`src/rtl/hazard_pkg.sv`:
```
// Shared opcode constants and FSM state encoding for the pipeline hazard controller.
package hazard_pkg;

  localparam logic [3:0] OP_NOP = 4'h0;
  localparam logic [3:0] OP_JZ  = 4'h9;
  localparam logic [3:0] OP_JN  = 4'hA;
  localparam logic [3:0] OP_JC  = 4'hB;
  localparam logic [3:0] OP_JMP = 4'hC;
  localparam logic [3:0] OP_LDM = 4'hD;
  localparam logic [3:0] OP_LDD = 4'hE;
  localparam logic [3:0] OP_LDI = 4'hF;

  typedef enum logic {
    RUN   = 1'b0,
    STALL = 1'b1
  } hazard_state_e;

  function automatic logic op_is_load(input logic [3:0] op);
    return (op == OP_LDM) || (op == OP_LDD) || (op == OP_LDI);
  endfunction

  function automatic logic op_is_branch(input logic [3:0] op);
    return (op == OP_JZ) || (op == OP_JN) || (op == OP_JC) || (op == OP_JMP);
  endfunction

endpackage

```
`src/rtl/sat_counter16.sv`:
```
// 16-bit event counter that sticks at all-ones; used for the optional hazard statistics.
module sat_counter16 (
  input  logic        clk,
  input  logic        reset,
  input  logic        inc_i,
  output logic [15:0] count_o
);

  logic [15:0] count_q;

  always_ff @(posedge clk) begin
    if (reset) begin
      count_q <= '0;
    end else if (inc_i && (count_q != 16'hFFFF)) begin
      count_q <= count_q + 16'd1;
    end
  end

  assign count_o = count_q;

endmodule

```
`src/rtl/hazard_ctrl.sv`:
```
// Load-use stall and taken-branch flush/redirect control for the IF/ID and ID/EX registers.
// Optional stall/flush statistics counters are built when HAZARD_STATS_EN is defined.
//
// state | meaning
// RUN   | normal issue; detects load-use hazards and taken branches (Mealy outputs)
// STALL | sustaining the remaining bubbles of a multi-cycle load-use stall
module hazard_ctrl
  import hazard_pkg::*;
#(
  parameter int LOAD_STALL_CYCLES = 1,
  parameter int CNT_W             = 3
) (
  input  logic       clk,
  input  logic       reset,
  input  logic       id_valid,
  input  logic [3:0] id_opcode,
  input  logic [1:0] id_ra,
  input  logic [1:0] id_rb,
  input  logic       id_uses_ra,
  input  logic       id_uses_rb,
  input  logic       ex_valid,
  input  logic [3:0] ex_opcode,
  input  logic [1:0] ex_ra,
  input  logic       ex_cond_met,
  input  logic [7:0] ex_target,
  output logic       idex_stall,
  output logic       idex_flush,
  output logic       ifid_hold,
  output logic       ifid_flush,
  output logic       pc_write,
  output logic       pc_sel,
`ifdef HAZARD_STATS_EN
  output logic [7:0] pc_target,
  output logic [15:0] stall_count,
  output logic [15:0] flush_count
`else
  output logic [7:0] pc_target
`endif
);

  hazard_state_e    state_q, state_d;
  logic [CNT_W-1:0] cnt_q, cnt_d;
  logic             take, luse;

  // Opcode is carried for debug/statistics builds only; hazard detection ignores it.
  logic unused_id_opcode;
  assign unused_id_opcode = ^id_opcode;

  assign take = ex_valid && op_is_branch(ex_opcode)
                && (ex_cond_met || (ex_opcode == OP_JMP));

  assign luse = ex_valid && op_is_load(ex_opcode) && id_valid
                && ((id_uses_ra && (id_ra == ex_ra)) || (id_uses_rb && (id_rb == ex_ra)));

  always_ff @(posedge clk) begin
    if (reset) begin
      state_q <= RUN;
      cnt_q   <= '0;
    end else begin
      state_q <= state_d;
      cnt_q   <= cnt_d;
    end
  end

  always_comb begin
    state_d    = state_q;
    cnt_d      = cnt_q;
    idex_stall = 1'b0;
    idex_flush = 1'b0;
    ifid_hold  = 1'b0;
    ifid_flush = 1'b0;
    pc_write   = 1'b1;
    pc_sel     = 1'b0;
    pc_target  = 8'h00;

    if (!reset) begin
      unique case (state_q)
        RUN: begin
          // A taken branch squashes the ID instruction, so any load-use on it is moot.
          if (take) begin
            idex_flush = 1'b1;
            ifid_flush = 1'b1;
            pc_sel     = 1'b1;
            pc_target  = ex_target;
          end else if (luse) begin
            idex_stall = 1'b1;
            ifid_hold  = 1'b1;
            pc_write   = 1'b0;
            if (LOAD_STALL_CYCLES > 1) begin
              state_d = STALL;
              cnt_d   = CNT_W'(LOAD_STALL_CYCLES - 2);
            end
          end
        end
        STALL: begin
          idex_stall = 1'b1;
          ifid_hold  = 1'b1;
          pc_write   = 1'b0;
          if (cnt_q == '0) begin
            state_d = RUN;
          end else begin
            cnt_d = cnt_q - CNT_W'(1);
          end
        end
        default: state_d = RUN;
      endcase
    end
  end

`ifdef HAZARD_STATS_EN
  sat_counter16 u_stall_cnt (
    .clk     (clk),
    .reset   (reset),
    .inc_i   (idex_stall),
    .count_o (stall_count)
  );

  sat_counter16 u_flush_cnt (
    .clk     (clk),
    .reset   (reset),
    .inc_i   (idex_flush),
    .count_o (flush_count)
  );
`endif

endmodule

```
`config.mk`:
```
export PLATFORM = sky130hd
export DESIGN_NAME = hazard_ctrl
export DESIGN_NICKNAME = d
export VERILOG_FILES = /design/src/rtl/hazard_pkg.sv /design/src/rtl/sat_counter16.sv /design/src/rtl/hazard_ctrl.sv
export SDC_FILE = /design/constraint.sdc
export NUM_CORES = 1
export LEC_CHECK = 0
export ABC_AREA = 1
export BUFFER_PORTS_ARGS = -buffer_cell sky130_fd_sc_hd__buf_4
export CELL_PAD_IN_SITES_DETAIL_PLACEMENT = 1
export CELL_PAD_IN_SITES_GLOBAL_PLACEMENT = 1
export CORE_MARGIN = 5
export CORE_UTILIZATION = 20
export CTS_CLUSTER_DIAMETER = 80
export DETAILED_ROUTE_END_ITERATION = 8
export PLACE_DENSITY_LB_ADDON = 0.1
export SETUP_SLACK_MARGIN = 0.02
export SLEW_MARGIN = 15
export SYNTH_ARGS = -nofsm -noshare
export SYNTH_HDL_FRONTEND = slang
export SYNTH_SLANG_ARGS = --single-unit
export TNS_END_PERCENT = 20
```
`constraint.sdc`:
```
create_clock -name clk -period 1.52 [get_ports clk]
set_input_delay 0.076 -clock clk [delete_from_list [all_inputs] [get_ports clk]]
set_output_delay 0.076 -clock clk [all_outputs]
set_load 0.02 [all_outputs]
```
After elaboration in Yosys (flattened, before gate mapping)
Index checks and enable logic that the tools add are counted.
{ "classes": {"add_sub_neg": 1, "n_eq_ne": 9, "muxes": 15, "bitwise": 2, "n_reduce_logical": 17} }
{ "ops": {"columns": ["operator", "count"], "rows": [
  ["equality test 4 bit (second input constant)", 7],
  ["2-to-1 mux 8 bit", 3],
  ["2-to-1 mux 1 bit", 10],
  ["logical AND 1 bit", 7],
  ["logical OR 1 bit", 7],
  ["equality test 2 bit", 2],
  ["one-hot mux 1 bit (2 select lines)", 2],
  ["logical NOT 3 bit", 1],
  ["subtractor 3 x 1 -> 3 bit (second input constant)", 1],
  ["NOT 1 bit", 2],
  ["AND reduction 2 bit", 1],
  ["OR reduction 2 bit", 1]
]} }
{ "totals": {"reg_bits": 4, "input_bits": 29, "out_inout_bits": 14} }

Longest topological paths before layout
{ "logic_depth": {"ltp_word": 10, "ltp_mapped": 8} }

Worst setup path after synthesis
OpenSTA, ideal clock, no wires.
{ "synth_path": {"kind": "reg2reg", "startpoint": "register cnt_q[0]", "endpoint": "register cnt_q[2]", "t_arrival_ps": 1003, "required_time_ps": 1399, "path_slack_ps": 396, "path_stages_with_launch": 7, "path_buffers": 0, "period_less_slack_ps": 1124, "path_cell_list": "dfxtp_1 > inv_1 > ha_1 > a21oi_4 > nand2_1 > o21ai_1 > a21oi_1"} }
{ "synth_via": {"elab_chain_cells": 3, "elab_cells_between_ends": 4, "classes_between": "add/sub (1); bitwise (1); reduce/logical (2)"} }
{ "synth_lines": {"columns": ["element", "line_no", "text"], "rows": [
  ["start, declared", "hazard_ctrl.sv:42", "logic [CNT_W-1:0] cnt_q, cnt_d;"],
  ["start signal, assigned", "hazard_ctrl.sv:61", "cnt_q <= cnt_d;"],
  ["branches (longest 3 deep; another with subtractor 3 x 1 -> 3 bit)", null, null]
]} }
Parallel ways; which one is timed is not known.
A chain may end at the register's enable or synchronous reset.

Final worst setup path
{ "layout_path": {"startpoint": "register state_q", "endpoint": "output port pc_target[3]"} }
{ "layout_via": {"elab_chain_cells": 2} }
{ "layout_lines": {"columns": ["element", "line_no", "text"], "rows": [
  ["start, declared", "hazard_ctrl.sv:41", "hazard_state_e state_q, state_d;"],
  ["start signal, assigned", "hazard_ctrl.sv:60", "state_q <= state_d;"],
  ["2-to-1 mux 8 bit", "hazard_ctrl.sv:77", "unique case (state_q)"],
  ["2-to-1 mux 8 bit", "hazard_ctrl.sv:76", "if (!reset) begin"],
  ["end, declared", "hazard_ctrl.sv:37", "output logic [7:0] pc_target"]
]} }
Every way passes these cells.

==> qor.csv <==
stage,metric,value,unit
run_status,status,finished clean,
setup_path,CP Launch Type,flop,
timing,number of max-slew violations in the final report,0,
clocking,clk buf depth,2,
timing,Worst Tran Pin Value,0.210,ns
clocking,CTS Hold Bufs,0,
floorplan,Initial Util,0.213,
finish,most frequent cells in the layout,"buf_4, inv_1, nand2_1, nor2_1, a21oi_1",
pwr,Cell Pwr Density,467,nW/um2
synthesis,Syn Area/Cell,5.83,um2
clocking,CTS Sinks,4,
grt,initial antenna violation count,0,
detailed_routing,routed via count,537,
detailed_routing,wire per inst,9.60,um
finish,"Design Area, Final",744,um2
setup_path,Crit Path Max Fanout,9,
worst_hold_path,HP Class,in -> reg,
setup_path,CP Data Arrival Time,1.19,ns
finish,Final Core Density,0.372,
synthesis,largest area contributor in the netlist,dfxtp_1,
place,DP Area,722,um2
timing,"Hold Vio Cnt, Final",0,
finish,Area Overhead vs Synth,75.0,%
setup_path,reg2reg end,cnt_q[2]$_SDFFE_PP0P_,
place,Final Wtd Congestion,0.702,
floorplan,chip width,56.1,um
place,DP HPWL,1200,um
clocking,CTS Root Cell,clkbuf_4,
detailed_routing,DR pass1 iterations,2,
detailed_routing,initial DRC count,18,
pwr,Pwr Total,348,uW
pwr,leak pwr,0.000437,uW
synthesis,Synthesized Nets,104,
finish,share of cells above drive strength 1,0.414,
grt,grt total ovfl,0,
clocking,TritonCTS Buffers,3,
floorplan,Core Area,2000,um2
grt,GRT Util Overall,0.0890,
finish,fill count,276,
floorplan,die height,56.1,um
synthesis,Netlist cell types,18,
run,max_cap viols,0,
timing,f_max,0.787,GHz
floorplan,Top Ports,43,
synthesis,sequential share of the synthesized area,0.188,
synthesis,post-synthesis register bit count,4,
setup_path,Setup CP Type,reg -> out,
clocking,CTS tree,yes,
floorplan,die area,3150,um2
floorplan,Rows,16,
clocking,CTS-repair resized insts,0,
timing,Setup WS post-layout,0.250,ns
clocking,post-CTS setup buffers,0,
grt,global-route wire length before repair,2300,um
detailed_routing,DRC errors left,0,
synthesis,Synth area leaders,"dfxtp_1, inv_1, nand2_1",
setup_path,"Req. time, crit path",1.44,ns
clocking,Worst-Skew Late Latency,0.24,ns
timing,Slew headroom,0.859,
finish,Reg area,80.1,um2
setup_path,Worst Reg2Reg Path Length in Cells,6,
worst_hold_path,launch point of the worst hold path,reset,
grt,largest net degree at the start of global routing,10,
clocking,H-tree depth,1,
timing,Final Critical Period,1.27,ns
timing,Final Cycle Share,0.835,
synthesis,synth warn,0,
clocking,Worst-path clk slew,0.04,ns
setup_path,critical path endpoint category,output port,
timing,RSZ-0062 raised after global routing,no,
timing,setup TNS,0,ns
finish,Antenna diodes,0,
detailed_routing,Routed Antenna Nets,0,
synthesis,cells after synthesis,73,
worst_hold_path,hold depth,2,
finish,"commonest non-fill, non-tap cell in the layout",buf_4,
grt,vias in the first global route,535,
setup_path,FF-to-FF Start,cnt_q[0]$_SDFFE_PP0P_,
setup_path,R2R setup slack,0.29,ns
detailed_routing,Vias/cell,3.89,
finish,Final #Nets,144,
synthesis,Synth Cell Area,425,um2
place,# port buffers,38,
place,Setup WS pre-CTS,0.285,ns
worst_hold_path,worst hold endpoint,state_q$_SDFF_PP0_,
timing,Layout Skew,0.0000708,ns
pwr,peak supply drop,0.000403,V
detailed_routing,Detailed Route WL,1330,um
synthesis,Yosys top cell area share,0.188,
finish,area occupied by multi-input gates,244,um2
timing,Setup Viol. Count Final,0,
[layout make-up]
type,count,share of cell area
timing repair buffer,38,0.383
multi-input combinational,45,0.328
sequential,4,0.108
inverter,21,0.106
tap,27,0.0454
clock buffer,3,0.0303
[registers in the layout, indices dropped and copies added, names as in the netlist]
signal   count
state_q      1
cnt_q        3
[per-stage QoR]
stage | cells | hold slack, ns
finish | 138 | 0.0274
global route | 138 | 0.0395
CTS | 138 | 0.0261
detailed placement | 135 | 0.277
global placement | 135 | 0.272
floorplan | 73 | 0.147
[per-layer routing]
layer	share of wire	global-route usage	up-vias	wire, um
met4	0.014	0.0508	0	19
met1	0.43	0.0999	229	570
met3	0.069	0.0255	2	91
met2	0.49	0.149	19	643
li1	-	-	287	-
met5	0	0	-	0
[critical path, cell delays in order (launching register included)]
cell	delay, ns
dfxtp_1	0.32
nor3_2	0.22
nand3_4	0.15
nor2_1	0.12
buf_4	0.15
[where the power goes]
part	switching, uW	total [uW]	leakage [uW]	internal (uW)
registers	0	105	0.0000322	105
logic	44.7	105	0.000391	60.1
clock network	48.6	137	0.0000138	88.7
total	93.3	348	0.000437	254
[worst max-delay path by stage]
stage / start / endpoint
after floorplan: cnt_q[0]$_SDFFE_PP0P_ / cnt_q[2]$_SDFFE_PP0P_
after global placement: cnt_q[0]$_SDFFE_PP0P_ / cnt_q[2]$_SDFFE_PP0P_
after detailed placement: cnt_q[0]$_SDFFE_PP0P_ / cnt_q[2]$_SDFFE_PP0P_
after CTS: state_q$_SDFF_PP0_ / pc_target[3]
after global routing: state_q$_SDFF_PP0_ / pc_target[0]
final: state_q$_SDFF_PP0_ / pc_target[3]
[cell families (layout without fill, tap and decap cells)]
family,Yosys count,in the layout,synth area share
buffers and inverters,24,62,0.238
AOI/OAI and AO/OA,10,10,0.150
and+or+nand+nor,33,33,0.365
DFF,4,4,0.188
adders and majority gates,2,2,0.0588
[synth_stat cells]
cell type / instances
a21o_1: 1
a21oi_1: 5
a21oi_4: 1
buf_4: 3
dfxtp_1: 4
ha_1: 2
inv_1: 20
inv_2: 1
nand2_1: 15
nand2_2: 1
nand3_1: 3
nand3_4: 1
nor2_1: 10
nor3_2: 1
o21ai_0: 2
o21ai_1: 1
or2_0: 1
or2_1: 1
Note: power is estimated with default switching activity, not from simulation.
